[config.mk]
export PLATFORM = sky130hd
export DESIGN_NAME = reg_copy_engine_flat
export DESIGN_NICKNAME = d
export VERILOG_FILES = /design/src/rtl/reg_copy_engine_if.sv /design/src/rtl/reg_copy_engine.sv /design/src/flat_wrapper.sv
export SDC_FILE = /design/constraint.sdc
export NUM_CORES = 1
export LEC_CHECK = 0
export CAP_MARGIN = 30
export CORE_ASPECT_RATIO = 0.9
export CORE_MARGIN = 2
export CORE_UTILIZATION = 60
export CTS_CLUSTER_SIZE = 8
export DETAILED_ROUTE_END_ITERATION = 12
export DONT_BUFFER_PORTS = 1
export HOLD_SLACK_MARGIN = 0.12
export PLACE_DENSITY = 0.8
export SLEW_MARGIN = 25
export SYNTH_ARGS = -nofsm -noshare
export SYNTH_HDL_FRONTEND = slang
export SYNTH_SLANG_ARGS = --single-unit
export TNS_END_PERCENT = 5
[constraint.sdc]
create_clock -name clk -period 4.08 [get_ports clk]
set_clock_uncertainty 0.05 [all_clocks]
set_input_delay 1.224 -clock clk [delete_from_list [all_inputs] [get_ports clk]]
set_output_delay 1.224 -clock clk [all_outputs]
set_load 0.1 [all_outputs]
[src/rtl/reg_copy_engine_if.sv]
// Read and write register-bus interfaces between the copy engine and the interconnect.
// The master drives addr/valid (and data on writes); the slave answers with ready (and data on reads).
interface r_busif #(
    parameter int AW = 8,
    parameter int DW = 32
) ();
    logic [AW-1:0] addr;
    logic          valid;
    logic [DW-1:0] data;
    logic          ready;

    modport master (output addr, output valid, input data, input ready);
    modport slave  (input addr, input valid, output data, output ready);
endinterface

interface w_busif #(
    parameter int AW = 8,
    parameter int DW = 32
) ();
    logic [AW-1:0] addr;
    logic [DW-1:0] data;
    logic          valid;
    logic          ready;

    modport master (output addr, output data, output valid, input ready);
    modport slave  (input addr, input data, input valid, output ready);
endinterface

[src/rtl/reg_copy_engine.sv]
// Word-by-word register copy engine: reads a source word, writes it to the
// destination, and repeats strictly forward until length is reached or an abort lands.
module reg_copy_engine #(
    parameter int  REG_DEPTH    = 256,
    parameter int  DATA_WIDTH   = 32,
    localparam int LB_REG_DEPTH = $clog2(REG_DEPTH)
) (
    input  logic                    clk,
    input  logic                    rstn,
    input  logic                    start,
    input  logic [LB_REG_DEPTH-1:0] src_base,
    input  logic [LB_REG_DEPTH-1:0] dst_base,
    input  logic [LB_REG_DEPTH:0]   length,
    input  logic                    abort,
    r_busif.master                  r_m,
    w_busif.master                  w_m,
    output logic                    busy,
    output logic                    done,
    output logic                    aborted,
    output logic [LB_REG_DEPTH:0]   copied
);

    localparam logic [LB_REG_DEPTH:0] DEPTH_W = (LB_REG_DEPTH+1)'(REG_DEPTH);
    localparam logic [LB_REG_DEPTH:0] ONE_W   = (LB_REG_DEPTH+1)'(1);
    localparam logic [LB_REG_DEPTH:0] ZERO_W  = (LB_REG_DEPTH+1)'(0);

    typedef enum logic [1:0] {
        IDLE = 2'd0,
        RD   = 2'd1,
        WR   = 2'd2,
        DONE = 2'd3
    } state_t;

    state_t                  state_r;
    logic [LB_REG_DEPTH-1:0] src_r;
    logic [LB_REG_DEPTH-1:0] dst_r;
    logic [LB_REG_DEPTH:0]   len_r;
    logic [LB_REG_DEPTH:0]   copied_r;
    logic [LB_REG_DEPTH-1:0] r_addr_r;
    logic [LB_REG_DEPTH-1:0] w_addr_r;
    logic [DATA_WIDTH-1:0]   buf_r;
    logic                    r_valid_r;
    logic                    w_valid_r;
    logic                    busy_r;
    logic                    done_r;
    logic                    aborted_r;
    logic                    abort_pend_r;

    logic [LB_REG_DEPTH:0]   len_clamp_s;
    logic [LB_REG_DEPTH:0]   copied_inc_s;
    logic                    stop_s;

    // Requests longer than the register file copy every register exactly once.
    assign len_clamp_s  = (length > DEPTH_W) ? DEPTH_W : length;
    assign copied_inc_s = copied_r + ONE_W;
    assign stop_s       = (copied_inc_s == len_r) || abort_pend_r || abort;

    assign r_m.addr  = r_addr_r;
    assign r_m.valid = r_valid_r;
    assign w_m.addr  = w_addr_r;
    assign w_m.data  = buf_r;
    assign w_m.valid = w_valid_r;
    assign busy      = busy_r;
    assign done      = done_r;
    assign aborted   = aborted_r;
    assign copied    = copied_r;

    // Copy FSM; address adds drop the carry, so wrap relies on REG_DEPTH being a power of two.
    always_ff @(posedge clk) begin
        if (!rstn) begin
            state_r      <= IDLE;
            src_r        <= '0;
            dst_r        <= '0;
            len_r        <= ZERO_W;
            copied_r     <= ZERO_W;
            r_addr_r     <= '0;
            w_addr_r     <= '0;
            buf_r        <= '0;
            r_valid_r    <= 1'b0;
            w_valid_r    <= 1'b0;
            busy_r       <= 1'b0;
            done_r       <= 1'b0;
            aborted_r    <= 1'b0;
            abort_pend_r <= 1'b0;
        end else begin
            case (state_r)
                IDLE: begin
                    done_r <= 1'b0;
                    if (start) begin
                        src_r        <= src_base;
                        dst_r        <= dst_base;
                        len_r        <= len_clamp_s;
                        copied_r     <= ZERO_W;
                        aborted_r    <= 1'b0;
                        abort_pend_r <= 1'b0;
                        busy_r       <= 1'b1;
                        if (length == ZERO_W) begin
                            state_r <= DONE;
                            done_r  <= 1'b1;
                        end else begin
                            state_r   <= RD;
                            r_valid_r <= 1'b1;
                            r_addr_r  <= src_base;
                        end
                    end
                end
                RD: begin
                    if (abort) begin
                        abort_pend_r <= 1'b1;
                    end
                    if (r_valid_r && r_m.ready) begin
                        buf_r     <= r_m.data;
                        r_valid_r <= 1'b0;
                        w_valid_r <= 1'b1;
                        w_addr_r  <= dst_r + copied_r[LB_REG_DEPTH-1:0];
                        state_r   <= WR;
                    end
                end
                WR: begin
                    if (abort) begin
                        abort_pend_r <= 1'b1;
                    end
                    if (w_valid_r && w_m.ready) begin
                        copied_r  <= copied_inc_s;
                        w_valid_r <= 1'b0;
                        if (stop_s) begin
                            state_r   <= DONE;
                            done_r    <= 1'b1;
                            aborted_r <= abort_pend_r || abort;
                        end else begin
                            state_r   <= RD;
                            r_valid_r <= 1'b1;
                            r_addr_r  <= src_r + copied_inc_s[LB_REG_DEPTH-1:0];
                        end
                    end
                end
                DONE: begin
                    done_r       <= 1'b0;
                    busy_r       <= 1'b0;
                    abort_pend_r <= 1'b0;
                    state_r      <= IDLE;
                end
                default: begin
                    state_r   <= IDLE;
                    r_valid_r <= 1'b0;
                    w_valid_r <= 1'b0;
                    busy_r    <= 1'b0;
                    done_r    <= 1'b0;
                end
            endcase
        end
    end

endmodule

[src/flat_wrapper.sv]
// flat-port wrapper written by rule: the top's interface ports become plain ports
module reg_copy_engine_flat 
#(
    parameter int  REG_DEPTH    = 256,
    parameter int  DATA_WIDTH   = 32,
    localparam int LB_REG_DEPTH = $clog2(REG_DEPTH)
)
  (clk, rstn, start, src_base, dst_base, length, abort, busy, done, aborted, copied, r_m_addr, r_m_valid, r_m_data, r_m_ready, w_m_addr, w_m_data, w_m_valid, w_m_ready);
  r_busif #(.AW(8), .DW(32)) r_m_i ();
  w_busif #(.AW(8), .DW(32)) w_m_i ();
  input  logic clk;
  input  logic rstn;
  input  logic start;
  input  logic [LB_REG_DEPTH-1:0] src_base;
  input  logic [LB_REG_DEPTH-1:0] dst_base;
  input  logic [LB_REG_DEPTH:0] length;
  input  logic abort;
  output logic busy;
  output logic done;
  output logic aborted;
  output logic [LB_REG_DEPTH:0] copied;
  output wire logic [$bits(r_m_i.addr)-1:0] r_m_addr;
  output wire logic [$bits(r_m_i.valid)-1:0] r_m_valid;
  input wire logic [$bits(r_m_i.data)-1:0] r_m_data;
  input wire logic [$bits(r_m_i.ready)-1:0] r_m_ready;
  output wire logic [$bits(w_m_i.addr)-1:0] w_m_addr;
  output wire logic [$bits(w_m_i.data)-1:0] w_m_data;
  output wire logic [$bits(w_m_i.valid)-1:0] w_m_valid;
  input wire logic [$bits(w_m_i.ready)-1:0] w_m_ready;
  assign r_m_addr = r_m_i.addr;
  assign r_m_valid = r_m_i.valid;
  assign r_m_i.data = r_m_data;
  assign r_m_i.ready = r_m_ready;
  assign w_m_addr = w_m_i.addr;
  assign w_m_data = w_m_i.data;
  assign w_m_valid = w_m_i.valid;
  assign w_m_i.ready = w_m_ready;
  reg_copy_engine #(.REG_DEPTH(REG_DEPTH), .DATA_WIDTH(DATA_WIDTH)) u_core (.clk(clk), .rstn(rstn), .start(start), .src_base(src_base), .dst_base(dst_base), .length(length), .abort(abort), .r_m(r_m_i), .w_m(w_m_i), .busy(busy), .done(done), .aborted(aborted), .copied(copied));
endmodule
==> flow_metrics.tcl, run 1 <==
set metrics [dict create \
    setup-tns-final_ps 0 \
    crit_slowest_cell "a2111oi_0" \
    crit_required_ps 4330 \
    track_usage 0.272 \
    final_nets 639 \
    max_stage_delay_ps 760 \
    outcome "completed" \
    antenna_found_initial 0 \
    fp.coreArea_sq_um 7150 \
    synth_seq_cells 90 \
    dieHeight_um 86.0 \
    cap_violations 0 \
    holdPathStages 2 \
    syn_inst 560 \
    r2r_setup_slack_ps 530 \
    num_io_pins 125 \
    crit_arrival_ps 3810 \
    layout-drive-gt1-share 0.0768 \
    synth_area_leader_cell "dfxtp_1" \
    synth_cell_types 52 \
    routabilityCongestion 0.919 \
    leakage_nw 1.83 \
    synth_top_area_frac 0.402 \
    ys.flop_type "dfxtp_1" \
    cp_cell_sequence "buf_4, nand3_2, xnor2_1, ha_1, and3_1, a2111oi_0, a21oi_1, xnor2_1, and2_1, a2111oi_0, o21a_1" \
    cts_tree "yes" \
    cts_max_path_buffers 2 \
    r2r_cells 11 \
    drc 0 \
    hp-class "flip-flop to flip-flop" \
    totalWireLength_um 11000 \
    rsz0062_at_grt "no" \
    synth_edf_count 0 \
    drtIter0Drc 171 \
    post-dp-hpwl_um 8290 \
    r2r-end "u_core.r_m.addr[7]" \
    h-tree-depth 3 \
    crit_fanout 7 \
    yosys_warnings 0 \
    cts_setup_buffers 0 \
    grt_pass1_wl_um 17400 \
    cts_resized 0 \
    avgSynthCellArea_sq_um 8.00 \
    maxSlewHeadroom 0.323 \
    critPathCaptureType "flip-flop" \
    vias 3892 \
    finalCritPeriodShare 0.871 \
    ir_drop_mv 0.307 \
    antenna_cells 0 \
    grt_pass1_vias 3710 \
    drv_slew 0 \
    synth.yosys.seq_area_share 0.402 \
    grt_max_degree 65 \
    start_util 0.627 \
    grt_overflow 0 \
    syn_to_final_growth_pct 7.65 \
    reg2reg_from "u_core.copied[1]" \
    layout_common_cells "nand2_1 (122), a21oi_1 (91), dfxtp_1 (90)" \
    cts_buffers 9 \
    synth.cell_area_sq_um 4480 \
    max_freq_mhz 282 \
    dr.pass1.iters 5 \
    synthArstFlopShare 0 \
    finalSetupViolCount 0 \
    worst_pin_slew_ps 1010 \
    antenna_left 0 \
    cts.sinks 90 \
    synthTopCellsByArea "dfxtp_1 (40%), nand2_1 (10%), a21oi_1 (10%)" \
    hp-start "u_core.dst_r[2]" \
    finalCriticalPeriod_ps 3550 \
    finalHoldViolCount 0 \
    crit_type "flip-flop to flip-flop" \
    syn-num-nets 644 \
    start_kind "flip-flop" \
    powerDensity_nw_per_um2 619 \
    detail_route.wl_per_cell_um 16.9 \
    holdBufCountCts 0 \
    ctsRootBufferMaster "clkbuf_8" \
    num_rows 29 \
    power_mw 2.99 \
    port_buffers 0 \
    fillers 615 \
    clkTransAtPathRegs_ps 100 \
    vias_per_cell 5.96 \
    die_area_sq_um 8180 \
    final_common_cell "nand2_1" \
    insertion_delay_ps 360 \
    dieWidth_um 95.1 \
    min_to "u_core.dst_r[2]" \
]
-- power breakdown --
group          switching, mW  internal (mW)
Clock                  0.331          0.353
Sequential             0.576          0.997
Combinational          0.464          0.266
-- flip-flops by register name (all words and copies together), names as in the netlist, 2 cells and up --
| name | cells |
|---|---|
| u_core.dst_r | 8 |
| u_core.len_r | 9 |
| u_core.state_r | 2 |
| u_core.r_m.addr | 8 |
| u_core.w_m.data | 32 |
| u_core.w_m.addr | 8 |
| u_core.src_r | 8 |
| u_core.copied | 9 |
-- how the worst max path moves through the flow --
| stage | to | cells after the start | start |
|---|---|---|---|
| global placement | u_core.r_m.addr[7] | 11 | u_core.copied[1] |
| floorplan | u_core.r_m.addr[7] | 11 | u_core.copied[0] |
| CTS | u_core.r_m.addr[7] | 11 | u_core.copied[1] |
| finish | u_core.r_m.addr[7] | 11 | u_core.copied[1] |
| global route | u_core.r_m.addr[7] | 11 | u_core.copied[0] |
| detailed placement | u_core.r_m.addr[7] | 11 | u_core.copied[0] |
-- Yosys cell counts, drive strengths merged, types with 2 or more instances --
| cell | n |
|---|---|
| a2111oi | 6 |
| a211oi | 8 |
| a21boi | 3 |
| a21o | 3 |
| a21oi | 91 |
| and2 | 4 |
| and3 | 9 |
| and4 | 2 |
| buf | 8 |
| clkbuf | 25 |
| dfxtp | 90 |
| fa | 2 |
| ha | 19 |
| inv | 15 |
| mux2i | 8 |
| nand2 | 122 |
| nand2b | 4 |
| nand3 | 6 |
| nand3b | 2 |
| nand4 | 2 |
| nor2 | 37 |
| nor2b | 3 |
| nor3 | 15 |
| nor3b | 11 |
| nor4 | 2 |
| o21a | 5 |
| o21ai | 16 |
| or3 | 4 |
| or4 | 2 |
| xnor2 | 19 |
| xor2 | 4 |
-- layer usage --
layer | wire (um) | track usage | vias to the layer above
li1 | - | - | 1911
met1 | 4710 | 0.347 | 1823
met2 | 5200 | 0.437 | 147
met3 | 1040 | 0.101 | 11
met4 | 104 | 0.0698 | 0
met5 | 0 | 0 | -
-- worst max-delay path, delay by kind of cell, from the launching register on --
kind	cells	cell delay, ps
AOI/OAI and AO/OA	4	1550
and+or+nand+nor	3	550
DFF	1	340
buffers and inverters	1	340
xor gates and xnor gates	2	340
adders and majority gates	1	330
-- final cells by class --
cell class | instances | area (sq um) | area share
inverters | 15 | 56.3 | 0.0117
flip-flops and latches | 90 | 1800 | 0.374
multi-input cells | 422 | 2490 | 0.516
clock buffers | 10 | 128 | 0.0265
well taps | 93 | 116 | 0.0241
clock inverters | 6 | 96.3 | 0.0200
repair buffers | 17 | 135 | 0.0280
-- cells by family after synthesis --
| family | after synthesis | share of synthesized area |
|---|---|---|
| DFF | 90 | 0.402 |
| buffers and inverters | 48 | 0.0422 |
| xor gates and xnor gates | 24 | 0.0500 |
| muxes | 8 | 0.0179 |
| AOI/OAI and AO/OA | 140 | 0.189 |
| and+or+nand+nor | 229 | 0.237 |
| adders and majority gates | 21 | 0.0620 |
-- stage by stage --
step	area, sq um	cells	utilization	hold WS [ps]	worst slack, ps
2_1_floorplan	4480	560	-	379	194
3_3_place_gp	4580	636	0.641	393	815
3_5_place_dp	4600	637	0.643	404	621
4_1_cts	4820	653	0.675	417	593
5_1_grt	4820	653	0.675	438	314
6_report	4820	653	0.675	415	528
Power figures use the tool's default switching activity.
==> run 2, diff against run 1 <==
Settings changed: CAP_MARGIN 30 to unset.
==> run 2 against run 1 <==
Against the previous run: sequential share of layout area grew 0.18 points; utilization shrank 0.32 points; critical path depth is the same; non-clock buffer count shrank 1; design area shrank 0.47%; routed wire length shrank 0.46%; largest cell class unchanged.
==> flow_metrics.tcl, run 2 (synthesis results as in run 1) <==
set metrics [dict create \
    r2r-end "u_core.r_m.addr[7]" \
    finalCriticalPeriod_ps 3490 \
    insertion_delay_ps 370 \
    cts_buffers 9 \
    cts.sinks 90 \
    placed_area_sq_um 4580 \
    crit_fanout 7 \
    holdPathStages 2 \
    worst_pin_slew_ps 1020 \
    vias_per_cell 5.93 \
    antenna_cells 0 \
    port_buffers 0 \
    power_frac_comb 0.246 \
    power_mw 2.93 \
    cts_max_path_buffers 2 \
    drv_slew 0 \
    crit_required_ps 4340 \
    hp-start "u_core.dst_r[2]" \
    detail_route.wl_per_cell_um 16.9 \
    rsz0062_at_grt "no" \
    hp-class "flip-flop to flip-flop" \
    max_freq_mhz 287 \
    track_usage 0.272 \
    finalHoldViolCount 0 \
    num_io_pins 125 \
    antenna_left 0 \
    maxSlewHeadroom 0.319 \
    vias 3866 \
    die_area_sq_um 8180 \
    num_rows 29 \
    drtIter0Drc 151 \
    layout-drive-gt1-share 0.0787 \
    powerDensity_nw_per_um2 610 \
    clkTransAtPathRegs_ps 90 \
    internal_power_mw 1.55 \
    seqPwrFrac 0.537 \
    cts_resized 0 \
    layout_common_cells "nand2_1 (121), a21oi_1 (91), dfxtp_1 (90)" \
    cts_setup_buffers 0 \
    final_common_cell "nand2_1" \
    grt_pass1_wl_um 17400 \
    p_sw_frac 0.471 \
    antenna_found_initial 0 \
    h-tree-depth 3 \
    ctsRootBufferMaster "clkbuf_8" \
    outcome "completed" \
    totalWireLength_um 11000 \
    cts_tree "yes" \
    final_nets 638 \
    holdBufCountCts 0 \
    r2r_cells 11 \
    start_kind "flip-flop" \
    crit_arrival_ps 3750 \
    r2r_setup_slack_ps 590 \
    grt_overflow 0 \
    grt_pass1_vias 3681 \
    final_cells 652 \
    pwr-share-clk 0.217 \
    finalSetupViolCount 0 \
    min_to "u_core.dst_r[2]" \
    fp.coreArea_sq_um 7150 \
    critPathCaptureType "flip-flop" \
    dieHeight_um 86.0 \
    finalCritPeriodShare 0.855 \
    crit_type "flip-flop to flip-flop" \
    cap_violations 0 \
    holdWs_ps 415 \
    leakage_nw 1.81 \
    setup-tns-final_ps 0 \
    netSwitchingPower_mw 1.38 \
    routabilityCongestion 0.919 \
    dr.pass1.iters 4 \
    dieWidth_um 95.1 \
    start_util 0.627 \
    grt_max_degree 65 \
    place_inst 636 \
    post-dp-hpwl_um 8180 \
    drc 0 \
    ir_drop_mv 0.320 \
    reg2reg_from "u_core.copied[1]" \
    syn_to_final_growth_pct 7.15 \
    fin_area_sq_um 4800 \
    largest_register_ffs 32 \
]
## run 2: cell count changes in the layout (fill, tap and decap cells not counted), sizes merged
cell / before / now
buf: 17 / 16
bufinv: 2 / 1
clkbuf: 10 / 9
clkinv: 1 / 3
clkinvlp: 1 / 2
inv: 17 / 16
## run 2: critical path, stage by stage, from the launching register on
cell and delay, ps:
dfxtp_1 350, buf_4 340, nand3_2 190, xnor2_1 170, ha_1 330, and3_1 210
a2111oi_0 750, a21oi_1 170, xnor2_1 170, and2_1 150, a2111oi_0 380, o21a_1 180
## run 2: through the flow
stage	setup WS, ps	utilization
global route	304	0.672
finish	592	0.672
floorplan	194	-
CTS	643	0.671
global placement	815	0.641
detailed placement	663	0.641
## run 2: routing by layer
layer | up-vias | wire (um) | global-route usage
li1 | 1907 | - | -
met2 | 152 | 5040 | 0.424
met4 | 0 | 122 | 0.0856
met5 | - | 0 | 0
met3 | 11 | 994 | 0.0914
met1 | 1796 | 4840 | 0.354
## run 2: worst max-delay path by stage
stage / to / cells past startpoint / startpoint / slack [ps]
2_1_floorplan: u_core.r_m.addr[7] / 11 / u_core.copied[0] / 190
4_1_cts: u_core.r_m.addr[7] / 11 / u_core.copied[1] / 640
5_1_grt: u_core.r_m.addr[7] / 11 / u_core.copied[0] / 300
3_3_place_gp: u_core.r_m.addr[7] / 11 / u_core.copied[1] / 810
6_report: u_core.r_m.addr[7] / 11 / u_core.copied[1] / 590
3_5_place_dp: u_core.r_m.addr[7] / 11 / u_core.copied[1] / 660
## run 2: final cells by class
type,count,area (sq um)
Clock inverter,7,90.1
Clock buffer,9,124
Tap cell,93,116
Multi-Input combinational cell,422,2490
Timing Repair Buffer,16,120
Fill cell,592,2350
Sequential cell,90,1800
Inverter,15,56.3
## run 2: power by group through the flow
| stage | sequential (mW) | combinational [mW] | clock [mW] |
|---|---|---|---|
| 2_1_floorplan | 1.61 | 0.522 | 0 |
| 3_3_place_gp | 1.59 | 0.683 | 0 |
| 3_5_place_dp | 1.59 | 0.706 | 0 |
| 4_1_cts | 1.57 | 0.711 | 0.650 |
| 5_1_grt | 1.59 | 0.799 | 0.685 |
| 6_report | 1.57 | 0.719 | 0.636 |
